--- src/rtl/serializer_pkg.sv ---
// Shared types for the SerDes transmit serializer: default word width,
// word type and the two-state shift FSM encoding.
package serializer_pkg;

    localparam int SER_WIDTH = 16;

    typedef logic [SER_WIDTH-1:0] ser_word_t;

    typedef enum logic {
        SER_IDLE  = 1'b0,
        SER_SHIFT = 1'b1
    } ser_state_t;

endpackage

--- src/rtl/serializer16.sv ---
// Parallel-to-serial converter: captures a word on load and shifts it out
// MSB-first, one registered bit per clock, with a matching valid/busy flag.
module serializer16
    import serializer_pkg::*;
#(
    parameter int WIDTH = SER_WIDTH,
    localparam int CNT_W = $clog2(WIDTH + 1)
) (
    input  logic             clk,
    input  logic             reset,
    input  logic [WIDTH-1:0] pdata,
    input  logic             load,
    output logic             sdata,
    output logic             sdata_valid,
    output logic             busy
);

    logic [WIDTH-1:0] shreg_r;
    logic [WIDTH-1:0] shreg_s;
    logic [CNT_W-1:0] cnt_r;
    logic [CNT_W-1:0] cnt_s;
    logic             sdata_r;
    logic             sdata_s;
    logic             valid_r;
    logic             valid_s;
    ser_state_t       state_s;

    // State register: shift word, remaining-bit counter and output flops
    always_ff @(posedge clk) begin
        if (reset) begin
            shreg_r <= {WIDTH{1'b0}};
            cnt_r   <= {CNT_W{1'b0}};
            sdata_r <= 1'b0;
            valid_r <= 1'b0;
        end else begin
            shreg_r <= shreg_s;
            cnt_r   <= cnt_s;
            sdata_r <= sdata_s;
            valid_r <= valid_s;
        end
    end

    // Decode FSM state from the counter: zero bits remaining means idle
    always_comb begin
        if (cnt_r != {CNT_W{1'b0}}) begin
            state_s = SER_SHIFT;
        end else begin
            state_s = SER_IDLE;
        end
    end

    // Next-state logic; a load always wins and restarts the word at its MSB
    always_comb begin
        shreg_s = shreg_r;
        cnt_s   = cnt_r;
        sdata_s = 1'b0;
        valid_s = 1'b0;
        if (load) begin
            shreg_s = pdata;
            cnt_s   = CNT_W'(WIDTH);
            sdata_s = pdata[WIDTH-1];
            valid_s = 1'b1;
        end else begin
            case (state_s)
                SER_IDLE: begin
                    shreg_s = {WIDTH{1'b0}};
                    cnt_s   = {CNT_W{1'b0}};
                end
                SER_SHIFT: begin
                    // cnt_r == 1 means bit 0 has just had its cycle on the line
                    if (cnt_r > CNT_W'(1)) begin
                        shreg_s = shreg_r << 1'b1;
                        cnt_s   = cnt_r - CNT_W'(1);
                        sdata_s = shreg_r[WIDTH-2];
                        valid_s = 1'b1;
                    end else begin
                        shreg_s = {WIDTH{1'b0}};
                        cnt_s   = {CNT_W{1'b0}};
                    end
                end
                default: begin
                    shreg_s = {WIDTH{1'b0}};
                    cnt_s   = {CNT_W{1'b0}};
                end
            endcase
        end
    end

    // Outputs come straight from flops; busy mirrors valid
    always_comb begin
        sdata       = sdata_r;
        sdata_valid = valid_r;
        busy        = valid_r;
    end

endmodule

--- config.mk ---
export PLATFORM = sky130hd
export DESIGN_NAME = serializer16
export DESIGN_NICKNAME = d
export VERILOG_FILES = /design/src/rtl/serializer_pkg.sv /design/src/rtl/serializer16.sv
export SDC_FILE = /design/constraint.sdc
export NUM_CORES = 1
export LEC_CHECK = 0
export CORE_ASPECT_RATIO = 0.75
export CORE_MARGIN = 1
export CORE_UTILIZATION = 42
export DETAILED_ROUTE_END_ITERATION = 12
export MAX_ROUTING_LAYER = met4
export PLACE_DENSITY = 0.78
export SLEW_MARGIN = 10
export SYNTH_ARGS = -nofsm -noshare
export SYNTH_HDL_FRONTEND = slang
export SYNTH_SLANG_ARGS = --single-unit
export TNS_END_PERCENT = 30
--- constraint.sdc ---
create_clock -name clk -period 1.25 [get_ports clk]
set_input_delay 0.1875 -clock clk [delete_from_list [all_inputs] [get_ports clk]]
set_output_delay 0.1875 -clock clk [all_outputs]
set_load 0.05 [all_outputs]
==> out/metrics.csv <==
metric,value,unit
dp_slack,-0.228,ns
worstHoldPathType,input pin to register,
grt_max_degree,15,
wirelength_met1,928,µm
first_pass_iters,2,
hpwl,1.40,mm
gp_congestion,0.803,
setup_viol,21,
numPortBuffers,21,
fp.dieW,55.8,µm
cp-end-kind,register,
r2r_start,cnt_r[0],
cts_made_buffers,3,
num-fill-cells,163,
status,finished with violations,
grt_util_all_layers,17.2,%
placementRows,14,
route.detailed.drc,0,
p_per_area,1130,nW/µm²
worst_slack,-0.199,ns
synth_top_cell_area_share,48.2,%
cts_sinks,22,
num_vias,820,
fin_crit_sh,116,%
viasPerCell,5.43,
cts_root_buf,clkbuf_4,
ys_ff_latch,22,
wl_met3,86,µm
finalNonFillerCells,151,
synth_area_leaders,"dfxtp_1 (48%), o22ai_1 (8.9%), nand3_1 (7.1%)",
start_kind,register,
rsz0062_at_grt,true,
max_stage_delay,0.39,ns
drive_above_1_share,26.0,%
htree_levels,1,
drv_slew,0,
violations,setup timing,
core-area,2030,µm²
rr_worst_depth,7,
antenna_found_initial,0,
clk_pin_slew,0.11,ns
max-cap-violations,0,
dieArea,2370,µm²
clk_path_buf_depth,2,
dr.first_iter.drc_count,12,
min_to,sdata,
die_h,42.4,µm
hold-path-cell-count,3,
synthDistinctLibCells,23,
routedWlPerCell,13.0,µm
irDropWorstVdd,939,µV
synthCells,101,
hold_start,pdata[15],
fin_skew,0.00117,ns
syn_avg_cell_area,9.04,µm²
drt_wl_total,1.97,mm
dr_wl_met2,942,µm
tritoncts,built,
finalHoldViolCount,0,
critPathKind,register to register,
r2r_slack,-0.20,ns
synth.cell_area,913,µm²
timing.fmax,0.690,GHz
grt-ovfl-total,0,
slew_headroom,70.8,%
synth_area_leader_cell,dfxtp_1,
seq_area_frac_synth,48.2,%
multiInputGateArea,455,µm²
start_util,45.0,%
num_antenna_cells,0,
grt_pass1_wl,3.08,mm
ff_latch_area,445,µm²
crit_chain,inv_4 > ha_4 > nor2_2 > a2111oi_4 > buf_4 > buf_6 > o22ai_1,
antenna_left,0,
routed.top_layer,met4,
p_leak,0.489,nW
crit_slowest_cell,dfxtp_4,
synth_nets,123,
clk_latency,0.30,ns
area_delta_synth_final,43.2,%
fin_crit,1.45,ns
cp.required,1.44,ns
holdBufCountCts,0,
io_pins,22,
grt_pass1_vias,688,
dpl.cell_count,145,
critical_path_arrival,1.64,ns
nets,151,
tightestPinTransition,0.437,ns
yosysWarnings,0,
r2r_end,shreg_r[13],
path_max_fanout,7,
[metrics by stage]
stage               total power [W]  setup TNS, ns  hold slack [ns]  instance area (µm²)  util (%)
finish                      0.00148          -3.75            0.431                 1310      64.3
global route                0.00155          -4.90            0.436                 1310      64.3
CTS                         0.00144          -2.99            0.428                 1230      60.3
detailed placement          0.00113          -3.58            0.440                 1200      59.0
global placement            0.00112          -1.94            0.436                 1200      59.0
floorplan                   0.00100          -1.09            0.300                  922         -
[how the worst max path moves through the flow]
stage / from / to / slack [ns]
global placement: cnt_r[0] / shreg_r[13] / -0.12
finish: cnt_r[0] / shreg_r[13] / -0.20
detailed placement: cnt_r[1] / shreg_r[13] / -0.23
floorplan: cnt_r[1] / shreg_r[13] / -0.07
CTS: cnt_r[1] / shreg_r[13] / -0.17
global route: cnt_r[1] / cnt_r[1] / -0.27
[state kept, by name, summed over array words and instances, names as in the netlist]
register,count
shreg_r,15
busy,1
sdata,1
cnt_r,5
[what timing repair did]
action	4_1_cts	5_1_grt
buffers inserted	0	2
pin swaps	1	1
hold endpoints to repair	0	0
gates resized for setup	4	14
gates cloned	0	1
setup endpoints to repair	21	21
[cell usage in the layout (no fill, tap or decap), drive strengths merged]
cell type,n
dfxtp,22
clkdlybuf4s50,18
nand2,17
buf,14
nand3,13
o22ai,13
nor4,4
inv,4
a21oi,3
clkbuf,3
ha,3
xnor2,2
o21ai,2
nor2,2
or2,1
a2111oi,1
nor2b,1
and2,1
or3b,1
nand4bb,1
nor3,1
[area by class of cell]
class | count | area share, %
multi-input cells | 66 | 34.8
flip-flops and latches | 22 | 34.1
inverters | 4 | 1.53
repair buffers | 32 | 25.6
clock buffers | 3 | 1.72
well taps | 24 | 2.30
[logic make-up (layout without fill, tap and decap cells)]
logic type | count (synthesis) | count (layout) | synth area share, %
flip-flops | 22 | 22 | 48.2
AND/OR/NAND/NOR | 42 | 42 | 22.7
adder cells (fa/ha/maj) | 3 | 3 | 4.11
AO/OA/AOI/OAI | 19 | 19 | 15.5
buffers and inverters | 13 | 39 | 7.53
XOR/XNOR | 2 | 2 | 1.92
[worst max-delay path, delay by kind of cell, from the launching register on]
| family | cells | cell delay, ns |
|---|---|---|
| AOI/OAI and AO/OA | 2 | 0.41 |
| adders and majority gates | 1 | 0.12 |
| buffers and inverters | 3 | 0.38 |
| DFF | 1 | 0.39 |
| and+or+nand+nor | 1 | 0.04 |
[routing by layer]
| metal | vias to the layer above | track usage (%) |
|---|---|---|
| met4 | 0 | 2.93 |
| met5 | - | - |
| met1 | 392 | 21.2 |
| met3 | 2 | 6.17 |
| li1 | 408 | - |
| met2 | 18 | 27.7 |
[cells in the mapped netlist]
cell type / n
dfxtp_1: 22
buf_4: 1
nand3_1: 13
or2_4: 1
nor2b_1: 1
buf_6: 2
clkbuf_1: 4
ha_1: 3
inv_1: 4
a2111oi_4: 1
nor2_1: 2
o21ai_2: 2
nand4bb_1: 1
nand2_1: 17
nor3_1: 1
xnor2_1: 2
o22ai_1: 13
nor4_1: 4
a21oi_1: 3
or3b_2: 1
and2_1: 1
buf_1: 1
buf_2: 1
[report_power, final]
part / switching [W] / internal, W / total (W) / leakage [nW]
Sequential: 0.0000320 / 0.000742 / 0.000774 / 0.182
Combinational: 0.000181 / 0.000221 / 0.000402 / 0.293
Clock: 0.000194 / 0.000112 / 0.000306 / 0.0138
No activity file was read; power rests on OpenSTA's default activity.
